**src/rtl/hazard_unit_pkg.sv**
```systemverilog
// Shared types for the hazard unit slice.
//   regbits_t       : 5-bit architectural register index
//   hazard_state_t  : sequencing FSM states
//   latch_ctl_t     : flush/enable pair for each of the four pipeline latches
//   reg_match()     : destination/source compare; register 0 never matches
package hazard_unit_pkg;

  typedef logic [4:0] regbits_t;

  typedef enum logic [2:0] {
    RUN        = 3'd0,
    LOAD_STALL = 3'd1,
    MEM_WAIT   = 3'd2,
    REDIRECT   = 3'd3,
    HALT       = 3'd4
  } hazard_state_t;

  localparam int MAX_LOAD_BUBBLES = 3;

  // Field order is fetch/decode down to memory/writeback, flush before enable.
  typedef struct packed {
    logic fd_flush;
    logic fd_enable;
    logic de_flush;
    logic de_enable;
    logic em_flush;
    logic em_enable;
    logic mw_flush;
    logic mw_enable;
  } latch_ctl_t;

  function automatic logic reg_match(input regbits_t w, input regbits_t r);
    return (w != '0) && (w == r);
  endfunction

endpackage

```
**src/rtl/hazard_unit_if.sv**
```systemverilog
// Bundle between the 5-stage pipeline and the hazard unit.
//   master : pipeline side, drives latch fields and cache hits, receives hu_* requests
//   slave  : hazard unit side
// Inputs to the unit: ihit, dhit, de_rs, de_rt, de_uses_rt, ex_wsel, ex_reg_wr,
//   ex_mem_to_reg, mem_wsel, mem_reg_wr, mem_dren, mem_dwen, mem_branch_taken, mem_halt.
// Outputs: per-latch flush/enable, two conflict flags, hu_is_mem, stall_count.
interface hazard_unit_if
  import hazard_unit_pkg::*;
#(
  parameter int CNT_W = 32
);
  logic             ihit;
  logic             dhit;
  regbits_t         de_rs;
  regbits_t         de_rt;
  logic             de_uses_rt;
  regbits_t         ex_wsel;
  logic             ex_reg_wr;
  logic             ex_mem_to_reg;
  regbits_t         mem_wsel;
  logic             mem_reg_wr;
  logic             mem_dren;
  logic             mem_dwen;
  logic             mem_branch_taken;
  logic             mem_halt;

  logic             hu_fetch_decode_flush;
  logic             hu_fetch_decode_enable;
  logic             hu_decode_execute_flush;
  logic             hu_decode_execute_enable;
  logic             hu_execute_memory_flush;
  logic             hu_execute_memory_enable;
  logic             hu_memory_write_back_flush;
  logic             hu_memory_write_back_enable;
  logic             hu_decode_execute_conflict;
  logic             hu_decode_memory_conflict;
  logic             hu_is_mem;
  logic [CNT_W-1:0] stall_count;

  modport master (
    output ihit, dhit, de_rs, de_rt, de_uses_rt, ex_wsel, ex_reg_wr, ex_mem_to_reg,
           mem_wsel, mem_reg_wr, mem_dren, mem_dwen, mem_branch_taken, mem_halt,
    input  hu_fetch_decode_flush, hu_fetch_decode_enable,
           hu_decode_execute_flush, hu_decode_execute_enable,
           hu_execute_memory_flush, hu_execute_memory_enable,
           hu_memory_write_back_flush, hu_memory_write_back_enable,
           hu_decode_execute_conflict, hu_decode_memory_conflict, hu_is_mem, stall_count
  );

  modport slave (
    input  ihit, dhit, de_rs, de_rt, de_uses_rt, ex_wsel, ex_reg_wr, ex_mem_to_reg,
           mem_wsel, mem_reg_wr, mem_dren, mem_dwen, mem_branch_taken, mem_halt,
    output hu_fetch_decode_flush, hu_fetch_decode_enable,
           hu_decode_execute_flush, hu_decode_execute_enable,
           hu_execute_memory_flush, hu_execute_memory_enable,
           hu_memory_write_back_flush, hu_memory_write_back_enable,
           hu_decode_execute_conflict, hu_decode_memory_conflict, hu_is_mem, stall_count
  );

endinterface

```
**src/rtl/hazard_unit_reg_match.sv**
```systemverilog
// Combinational check of whether a downstream stage writes a register the
// decode instruction reads.
//   reg_wr, wsel : downstream write enable and destination
//   rs, rt       : decode sources; rt only counts when uses_rt is set
//   conflict     : decode depends on the downstream result
module hazard_reg_match
  import hazard_unit_pkg::*;
(
  input  logic     reg_wr,
  input  regbits_t wsel,
  input  regbits_t rs,
  input  regbits_t rt,
  input  logic     uses_rt,
  output logic     conflict
);

  assign conflict = reg_wr && (reg_match(wsel, rs) || (uses_rt && reg_match(wsel, rt)));

endmodule

```
**src/rtl/hazard_unit.sv**
```systemverilog
// Hazard unit: produces the hu_* flush/enable requests for the four pipeline
// latches, decode/execute and decode/memory conflict flags, hu_is_mem, and a
// saturating count of fetch/decode stall cycles (HALT cycles excluded).
//   clk, rst : clock and asynchronous active-high reset
//   hu       : slave side of hazard_unit_if (pipeline fields in, requests out)
// LOAD_BUBBLES (1..3) sets the bubbles per load-use; CNT_W sizes stall_count.
module hazard_unit
  import hazard_unit_pkg::*;
#(
  parameter int LOAD_BUBBLES = 1,
  parameter int CNT_W        = 32
) (
  input  logic         clk,
  input  logic         rst,
  hazard_unit_if.slave hu
);

  localparam logic [1:0] BUBBLE_INIT = 2'(LOAD_BUBBLES - 1);

  hazard_state_t    state_q, state_d;
  hazard_state_t    ret_q, ret_d;
  logic [1:0]       bcnt_q, bcnt_d;
  logic [CNT_W-1:0] cnt_q;
  latch_ctl_t       ctl;
  logic             de_ex, de_mem, dmiss, load_use;

  function automatic latch_ctl_t ctl_advance(input logic en);
    latch_ctl_t c;
    c = '0;
    c.fd_enable = en;
    c.de_enable = en;
    c.em_enable = en;
    c.mw_enable = en;
    return c;
  endfunction

  // Hold fetch/decode, squash the decode/execute latch, let the load drain.
  function automatic latch_ctl_t ctl_bubble(input logic ihit);
    latch_ctl_t c;
    c = '0;
    c.de_flush  = 1'b1;
    c.em_enable = ihit;
    c.mw_enable = ihit;
    return c;
  endfunction

  function automatic logic [CNT_W-1:0] sat_inc(input logic [CNT_W-1:0] v);
    return (&v) ? v : v + 1'b1;
  endfunction

  hazard_reg_match u_match_ex (
    .reg_wr(hu.ex_reg_wr), .wsel(hu.ex_wsel), .rs(hu.de_rs), .rt(hu.de_rt),
    .uses_rt(hu.de_uses_rt), .conflict(de_ex)
  );

  hazard_reg_match u_match_mem (
    .reg_wr(hu.mem_reg_wr), .wsel(hu.mem_wsel), .rs(hu.de_rs), .rt(hu.de_rt),
    .uses_rt(hu.de_uses_rt), .conflict(de_mem)
  );

  assign dmiss    = (hu.mem_dren || hu.mem_dwen) && !hu.dhit;
  assign load_use = de_ex && hu.ex_mem_to_reg;

  always_comb begin
    ctl     = ctl_advance(hu.ihit);
    state_d = state_q;
    ret_d   = ret_q;
    bcnt_d  = bcnt_q;
    unique case (state_q)
      RUN: begin
        if (hu.mem_halt) begin
          ctl           = '0;
          ctl.mw_enable = 1'b1;
          state_d       = HALT;
        end else if (dmiss) begin
          ctl     = '0;
          ret_d   = RUN;
          state_d = MEM_WAIT;
        end else if (hu.mem_branch_taken) begin
          // A redirect only takes effect on a cycle the pipe actually advances.
          if (hu.ihit) begin
            ctl          = ctl_advance(1'b1);
            ctl.fd_flush = 1'b1;
            ctl.de_flush = 1'b1;
            ctl.em_flush = 1'b1;
            state_d      = REDIRECT;
          end else begin
            ctl = '0;
          end
        end else if (load_use) begin
          ctl    = ctl_bubble(hu.ihit);
          bcnt_d = BUBBLE_INIT;
          if (LOAD_BUBBLES > 1) state_d = LOAD_STALL;
        end
      end
      LOAD_STALL: begin
        if (dmiss) begin
          ctl     = '0;
          ret_d   = LOAD_STALL;
          state_d = MEM_WAIT;
        end else begin
          ctl = ctl_bubble(hu.ihit);
          if (bcnt_q <= 2'd1) begin
            bcnt_d  = '0;
            state_d = RUN;
          end else begin
            bcnt_d = bcnt_q - 2'd1;
          end
        end
      end
      MEM_WAIT: begin
        // Resume whatever sequence the miss interrupted; bubble_cnt is untouched.
        if (hu.dhit) begin
          ctl     = ctl_advance(1'b1);
          state_d = ret_q;
        end else begin
          ctl = '0;
        end
      end
      REDIRECT: begin
        if (dmiss) begin
          ctl     = '0;
          ret_d   = REDIRECT;
          state_d = MEM_WAIT;
        end else begin
          ctl.fd_flush = !hu.ihit;
          if (hu.ihit) state_d = RUN;
        end
      end
      HALT: ctl = '0;
      default: begin
        ctl     = '0;
        state_d = RUN;
      end
    endcase
    if (rst) ctl = latch_ctl_t'(8'b1010_1010);
  end

  always_ff @(posedge clk or posedge rst) begin
    if (rst) begin
      state_q <= RUN;
      ret_q   <= RUN;
      bcnt_q  <= '0;
      cnt_q   <= '0;
    end else begin
      state_q <= state_d;
      ret_q   <= ret_d;
      bcnt_q  <= bcnt_d;
      if (!ctl.fd_enable && state_q != HALT) cnt_q <= sat_inc(cnt_q);
    end
  end

  assign hu.hu_fetch_decode_flush       = ctl.fd_flush;
  assign hu.hu_fetch_decode_enable      = ctl.fd_enable;
  assign hu.hu_decode_execute_flush     = ctl.de_flush;
  assign hu.hu_decode_execute_enable    = ctl.de_enable;
  assign hu.hu_execute_memory_flush     = ctl.em_flush;
  assign hu.hu_execute_memory_enable    = ctl.em_enable;
  assign hu.hu_memory_write_back_flush  = ctl.mw_flush;
  assign hu.hu_memory_write_back_enable = ctl.mw_enable;
  assign hu.hu_decode_execute_conflict  = de_ex;
  assign hu.hu_decode_memory_conflict   = de_mem;
  assign hu.hu_is_mem                   = hu.mem_dren || hu.mem_dwen;
  assign hu.stall_count                 = cnt_q;

endmodule

```
**src/flat_wrapper.sv**
```systemverilog
// flat-port wrapper written by rule: the top's interface ports become plain ports
module hazard_unit_flat import hazard_unit_pkg::*;
#(
  parameter int LOAD_BUBBLES = 1,
  parameter int CNT_W        = 32
)
  (clk, rst, hu_ihit, hu_dhit, hu_de_rs, hu_de_rt, hu_de_uses_rt, hu_ex_wsel, hu_ex_reg_wr, hu_ex_mem_to_reg, hu_mem_wsel, hu_mem_reg_wr, hu_mem_dren, hu_mem_dwen, hu_mem_branch_taken, hu_mem_halt, hu_hu_fetch_decode_flush, hu_hu_fetch_decode_enable, hu_hu_decode_execute_flush, hu_hu_decode_execute_enable, hu_hu_execute_memory_flush, hu_hu_execute_memory_enable, hu_hu_memory_write_back_flush, hu_hu_memory_write_back_enable, hu_hu_decode_execute_conflict, hu_hu_decode_memory_conflict, hu_hu_is_mem, hu_stall_count);
  hazard_unit_if #(.CNT_W(CNT_W)) hu_i ();
  input  logic clk;
  input  logic rst;
  input wire logic [$bits(hu_i.ihit)-1:0] hu_ihit;
  input wire logic [$bits(hu_i.dhit)-1:0] hu_dhit;
  input wire logic [$bits(hu_i.de_rs)-1:0] hu_de_rs;
  input wire logic [$bits(hu_i.de_rt)-1:0] hu_de_rt;
  input wire logic [$bits(hu_i.de_uses_rt)-1:0] hu_de_uses_rt;
  input wire logic [$bits(hu_i.ex_wsel)-1:0] hu_ex_wsel;
  input wire logic [$bits(hu_i.ex_reg_wr)-1:0] hu_ex_reg_wr;
  input wire logic [$bits(hu_i.ex_mem_to_reg)-1:0] hu_ex_mem_to_reg;
  input wire logic [$bits(hu_i.mem_wsel)-1:0] hu_mem_wsel;
  input wire logic [$bits(hu_i.mem_reg_wr)-1:0] hu_mem_reg_wr;
  input wire logic [$bits(hu_i.mem_dren)-1:0] hu_mem_dren;
  input wire logic [$bits(hu_i.mem_dwen)-1:0] hu_mem_dwen;
  input wire logic [$bits(hu_i.mem_branch_taken)-1:0] hu_mem_branch_taken;
  input wire logic [$bits(hu_i.mem_halt)-1:0] hu_mem_halt;
  output wire logic [$bits(hu_i.hu_fetch_decode_flush)-1:0] hu_hu_fetch_decode_flush;
  output wire logic [$bits(hu_i.hu_fetch_decode_enable)-1:0] hu_hu_fetch_decode_enable;
  output wire logic [$bits(hu_i.hu_decode_execute_flush)-1:0] hu_hu_decode_execute_flush;
  output wire logic [$bits(hu_i.hu_decode_execute_enable)-1:0] hu_hu_decode_execute_enable;
  output wire logic [$bits(hu_i.hu_execute_memory_flush)-1:0] hu_hu_execute_memory_flush;
  output wire logic [$bits(hu_i.hu_execute_memory_enable)-1:0] hu_hu_execute_memory_enable;
  output wire logic [$bits(hu_i.hu_memory_write_back_flush)-1:0] hu_hu_memory_write_back_flush;
  output wire logic [$bits(hu_i.hu_memory_write_back_enable)-1:0] hu_hu_memory_write_back_enable;
  output wire logic [$bits(hu_i.hu_decode_execute_conflict)-1:0] hu_hu_decode_execute_conflict;
  output wire logic [$bits(hu_i.hu_decode_memory_conflict)-1:0] hu_hu_decode_memory_conflict;
  output wire logic [$bits(hu_i.hu_is_mem)-1:0] hu_hu_is_mem;
  output wire logic [$bits(hu_i.stall_count)-1:0] hu_stall_count;
  assign hu_i.ihit = hu_ihit;
  assign hu_i.dhit = hu_dhit;
  assign hu_i.de_rs = hu_de_rs;
  assign hu_i.de_rt = hu_de_rt;
  assign hu_i.de_uses_rt = hu_de_uses_rt;
  assign hu_i.ex_wsel = hu_ex_wsel;
  assign hu_i.ex_reg_wr = hu_ex_reg_wr;
  assign hu_i.ex_mem_to_reg = hu_ex_mem_to_reg;
  assign hu_i.mem_wsel = hu_mem_wsel;
  assign hu_i.mem_reg_wr = hu_mem_reg_wr;
  assign hu_i.mem_dren = hu_mem_dren;
  assign hu_i.mem_dwen = hu_mem_dwen;
  assign hu_i.mem_branch_taken = hu_mem_branch_taken;
  assign hu_i.mem_halt = hu_mem_halt;
  assign hu_hu_fetch_decode_flush = hu_i.hu_fetch_decode_flush;
  assign hu_hu_fetch_decode_enable = hu_i.hu_fetch_decode_enable;
  assign hu_hu_decode_execute_flush = hu_i.hu_decode_execute_flush;
  assign hu_hu_decode_execute_enable = hu_i.hu_decode_execute_enable;
  assign hu_hu_execute_memory_flush = hu_i.hu_execute_memory_flush;
  assign hu_hu_execute_memory_enable = hu_i.hu_execute_memory_enable;
  assign hu_hu_memory_write_back_flush = hu_i.hu_memory_write_back_flush;
  assign hu_hu_memory_write_back_enable = hu_i.hu_memory_write_back_enable;
  assign hu_hu_decode_execute_conflict = hu_i.hu_decode_execute_conflict;
  assign hu_hu_decode_memory_conflict = hu_i.hu_decode_memory_conflict;
  assign hu_hu_is_mem = hu_i.hu_is_mem;
  assign hu_stall_count = hu_i.stall_count;
  hazard_unit #(.LOAD_BUBBLES(LOAD_BUBBLES), .CNT_W(CNT_W)) u_core (.clk(clk), .rst(rst), .hu(hu_i));
endmodule
```
**config.mk**
```make
export PLATFORM = sky130hd
export DESIGN_NAME = hazard_unit_flat
export DESIGN_NICKNAME = d
export VERILOG_FILES = /design/src/rtl/hazard_unit_pkg.sv /design/src/rtl/hazard_unit_if.sv /design/src/rtl/hazard_unit_reg_match.sv /design/src/rtl/hazard_unit.sv /design/src/flat_wrapper.sv
export SDC_FILE = /design/constraint.sdc
export NUM_CORES = 1
export LEC_CHECK = 0
export CAP_MARGIN = 30
export CORE_AREA = 2 2 105 107
export DETAILED_ROUTE_END_ITERATION = 16
export DIE_AREA = 0 0 107 109
export MAX_ROUTING_LAYER = met4
export SLEW_MARGIN = 10
export SYNTH_ARGS = -nofsm -noshare
export SYNTH_HDL_FRONTEND = slang
export SYNTH_SLANG_ARGS = --single-unit
```
**constraint.sdc**
```tcl
create_clock -name clk -period 6.6 [get_ports clk]
set_input_delay 1.32 -clock clk [delete_from_list [all_inputs] [get_ports clk]]
set_output_delay 1.32 -clock clk [all_outputs]
set_load 0.01 [all_outputs]
```
==> results.py <==
metrics = {
    "synth": {
        "synth.yosys.warnings": 0,
        "syn_nets": 300,
        "ys_seq_area_share_pct": 37.6,
        "syn_area_per_cell_um2": 9.72,
        "synth_edf_count": 0,
        "yosysUniqueCellTypes": 58,
        "async_reset_ff_share_pct": 100,
        "ys_ff_latch": 39,
        "syn_area_um2": 2590,
        "synth_flop_cell": "dfrtp_1",
        "syn-instance-count": 267,
    },
    "floorplanning": {
        "rows": 38,
        "die_y_um": 109,
        "ios": 75,
        "coreArea_um2": 10600,
        "initial_utilization_pct": 24.5,
        "die_w_um": 107,
        "design.die.area_um2": 11700,
    },
    "layout": {
        "final_common_cell": "clkdlybuf4s50_1",
        "final-seq-area_um2": 976,
        "fin_util_pct": 33.1,
        "n_antenna_cell": 0,
        "layout-drive-gt1-share_pct": 8.61,
        "final_cell_mix": "74 x clkdlybuf4s50_1, 39 x dfrtp_1, 28 x xor2_1",
        "multi_input_area_um2": 1510,
        "area_growth_pct": 35.2,
        "fin_nets": 371,
        "final.fill_count": 1069,
    },
    "worst_setup_path": {
        "worstPathMaxFanout": 3,
        "critPathKind": "primary input to output pin",
        "slowest_delay_ps": 550,
        "cpMostUsedCell": "clkdlybuf4s50_1",
        "cp_cell_sequence": "clkdlybuf4s50_1 -> xnor2_1 -> nand3_1 -> o22ai_1 -> nor2b_1 -> and4b_1 -> a2bb2oi_1 -> clkdlybuf4s50_1",
        "worstPathRequired_ps": 5280,
        "critPathCaptureType": "output pin",
        "crit_arrival_ps": 3690,
        "slowest_stage": "clkdlybuf4s50_1",
        "start_kind": "primary input",
    },
    "drt": {
        "vias": 2319,
        "viasPerCell": 4.86,
        "drt-initial-drc-count": 71,
        "wl_um": 6830,
        "route.detailed.drc": 0,
        "drt-pass1-iter-count": 4,
        "postRouteAntennaNets": 0,
        "wl_per_cell_um": 14.3,
    },
    "sta": {
        "setup_viol_count_final": 0,
        "fmax_mhz": 200,
        "tns_ps": 0,
        "slew-limit-headroom_pct": 40.7,
        "finalMaxSlewViolations": 0,
        "fin_crit_sh_pct": 75.8,
        "tightest_slew_ps": 887,
        "rsz0062_at_grt": "no",
        "layout_min_cycle_time_ps": 5010,
        "hold_viol": 0,
        "finClkSkew_ps": 6.54,
    },
    "global_routing": {
        "grt_max_degree": 31,
        "overflow": 0,
        "grt_antenna_before_repair": 0,
        "grt_pass1_vias": 2294,
        "globalRouteMet2Util_pct": 20.6,
        "grt.busiest_layer": "met2",
        "grt_use_met1_pct": 15.8,
        "grt_first_pass_wirelength_um": 11500,
        "grt_usage_pct": 12.4,
        "grtUsageMet3_pct": 2.15,
    },
    "power": {
        "p_leak_nw": 1.26,
        "ir_drop_mv": 0.114,
        "p_per_area_nw_per_um2": 327,
    },
    "placed_design": {
        "gp_congestion": 0.847,
        "hpwl_um": 5320,
        "io_buffers": 74,
    },
    "clocking": {
        "cts_root_buf": "clkbuf_8",
        "clk_pin_slew_ps": 70,
        "htreeDepth": 2,
        "clock_path_buffers": 2,
        "worstSkewPairLatency_ps": 280,
        "ctsHoldBuffers": 0,
        "clkSinkCount": 39,
        "post_cts_resized": 0,
        "cts_tree": "yes",
        "cts_setup_buffers": 0,
        "cts_inserted_buffers": 5,
    },
    "min_path": {
        "hold_path_class": "flop to flop",
    },
    "status": {
        "outcome": "completed",
    },
    "job": {
        "maxCapViolations": 0,
    },
}
## Yosys cell counts (2+ instances only)
cell,number,area (µm²)
nand2_1,21,78.8
o2111ai_1,2,17.5
buf_4,2,15.0
nor4_2,11,138
inv_1,7,26.3
buf_2,2,10.0
nand3_1,22,110
nand4_1,11,68.8
xor2_1,28,245
or4_1,2,15.0
buf_6,4,45.0
and2_1,5,31.3
nor3b_1,2,15.0
and3_1,2,12.5
xnor2_1,23,201
a21oi_1,7,35.0
clkbuf_1,3,11.3
nor3_1,14,70.1
and4_1,3,26.3
nor4_1,4,25.0
dfrtp_1,39,976
nor2b_1,2,12.5
o211ai_1,2,15.0
nor2_1,11,41.3
o21ai_0,5,25.0
## per-stage QoR
| step | instance area (µm²) | hold slack (ps) | instances | power, mW | setup slack, ps |
|---|---|---|---|---|---|
| 5_1_grt | 3510 | 533 | 477 | 1.24 | 1400 |
| 4_1_cts | 3510 | 500 | 477 | 1.16 | 1580 |
| 2_1_floorplan | 2590 | 467 | 267 | 0.781 | 2540 |
| 3_3_place_gp | 3440 | 478 | 471 | 0.998 | 1610 |
| 6_report | 3510 | 501 | 477 | 1.15 | 1590 |
| 3_5_place_dp | 3440 | 491 | 471 | 1.01 | 1580 |
## routing by layer
layer	up-vias	part of all wire (%)
met5	-	0
met4	0	1.5
met3	9	2.9
met2	42	50
met1	1158	45
li1	1110	-
## area by class of cell
class / instances / area share, %
Clock buffer: 6 / 2.07
Tap cell: 140 / 4.99
Timing Repair Buffer: 75 / 21.3
Inverter: 7 / 0.749
Multi-Input combinational cell: 210 / 43.1
Sequential cell: 39 / 27.8
## kinds of logic (layout without fill, tap and decap cells)
kind of cell / count (synthesis) / after routing / share of synthesized area, %
adder cells (fa/ha/maj): 1 / 1 / 0.482
flip-flops: 39 / 39 / 37.6
AND/OR/NAND/NOR: 122 / 122 / 29.2
multiplexers: 1 / 1 / 0.578
AO/OA/AOI/OAI: 35 / 35 / 10.8
XOR/XNOR: 51 / 51 / 17.2
buffers and inverters: 18 / 88 / 4.15
## power breakdown
| group | internal [mW] | switching [mW] | leakage, nW | total (mW) |
|---|---|---|---|---|
| Clock | 0.0705 | 0.0766 | 0.0371 | 0.147 |
| Combinational | 0.270 | 0.307 | 0.779 | 0.577 |
| Sequential | 0.313 | 0.112 | 0.448 | 0.424 |
## state kept, by name, summed over array words and instances, names as in the netlist
| name | flops |
|---|---|
| u_core.ret_q | 2 |
| u_core.hu.stall_count | 32 |
| u_core.state_q | 3 |
| u_core.bcnt_q | 2 |
## path summary, 6_finish.rpt
| check | start | end | slack (ps) | cells past startpoint |
|---|---|---|---|---|
| max | hu_ex_wsel[4] | hu_hu_decode_execute_flush | 1590 | 8 |
| min | u_core.hu.stall_count[12] | u_core.hu.stall_count[12] | 500 | 1 |
| max reg2reg | u_core.state_q[0] | u_core.hu.stall_count[1] | 3930 | 6 |
| min reg2reg | u_core.hu.stall_count[12] | u_core.hu.stall_count[12] | 500 | 1 |
| max in group asynchronous | rst | u_core.hu.stall_count[27] | 4390 | 3 |
| min in group asynchronous | rst | u_core.bcnt_q[1] | 1460 | 2 |
## worst max-delay path: cells and delay by family
family,cells,cell delay (ps)
AOI/OAI and AO/OA,2,520
xor gates and xnor gates,1,140
buffers and inverters,2,1090
and+or+nand+nor,3,620
Power figures use the tool's default switching activity.
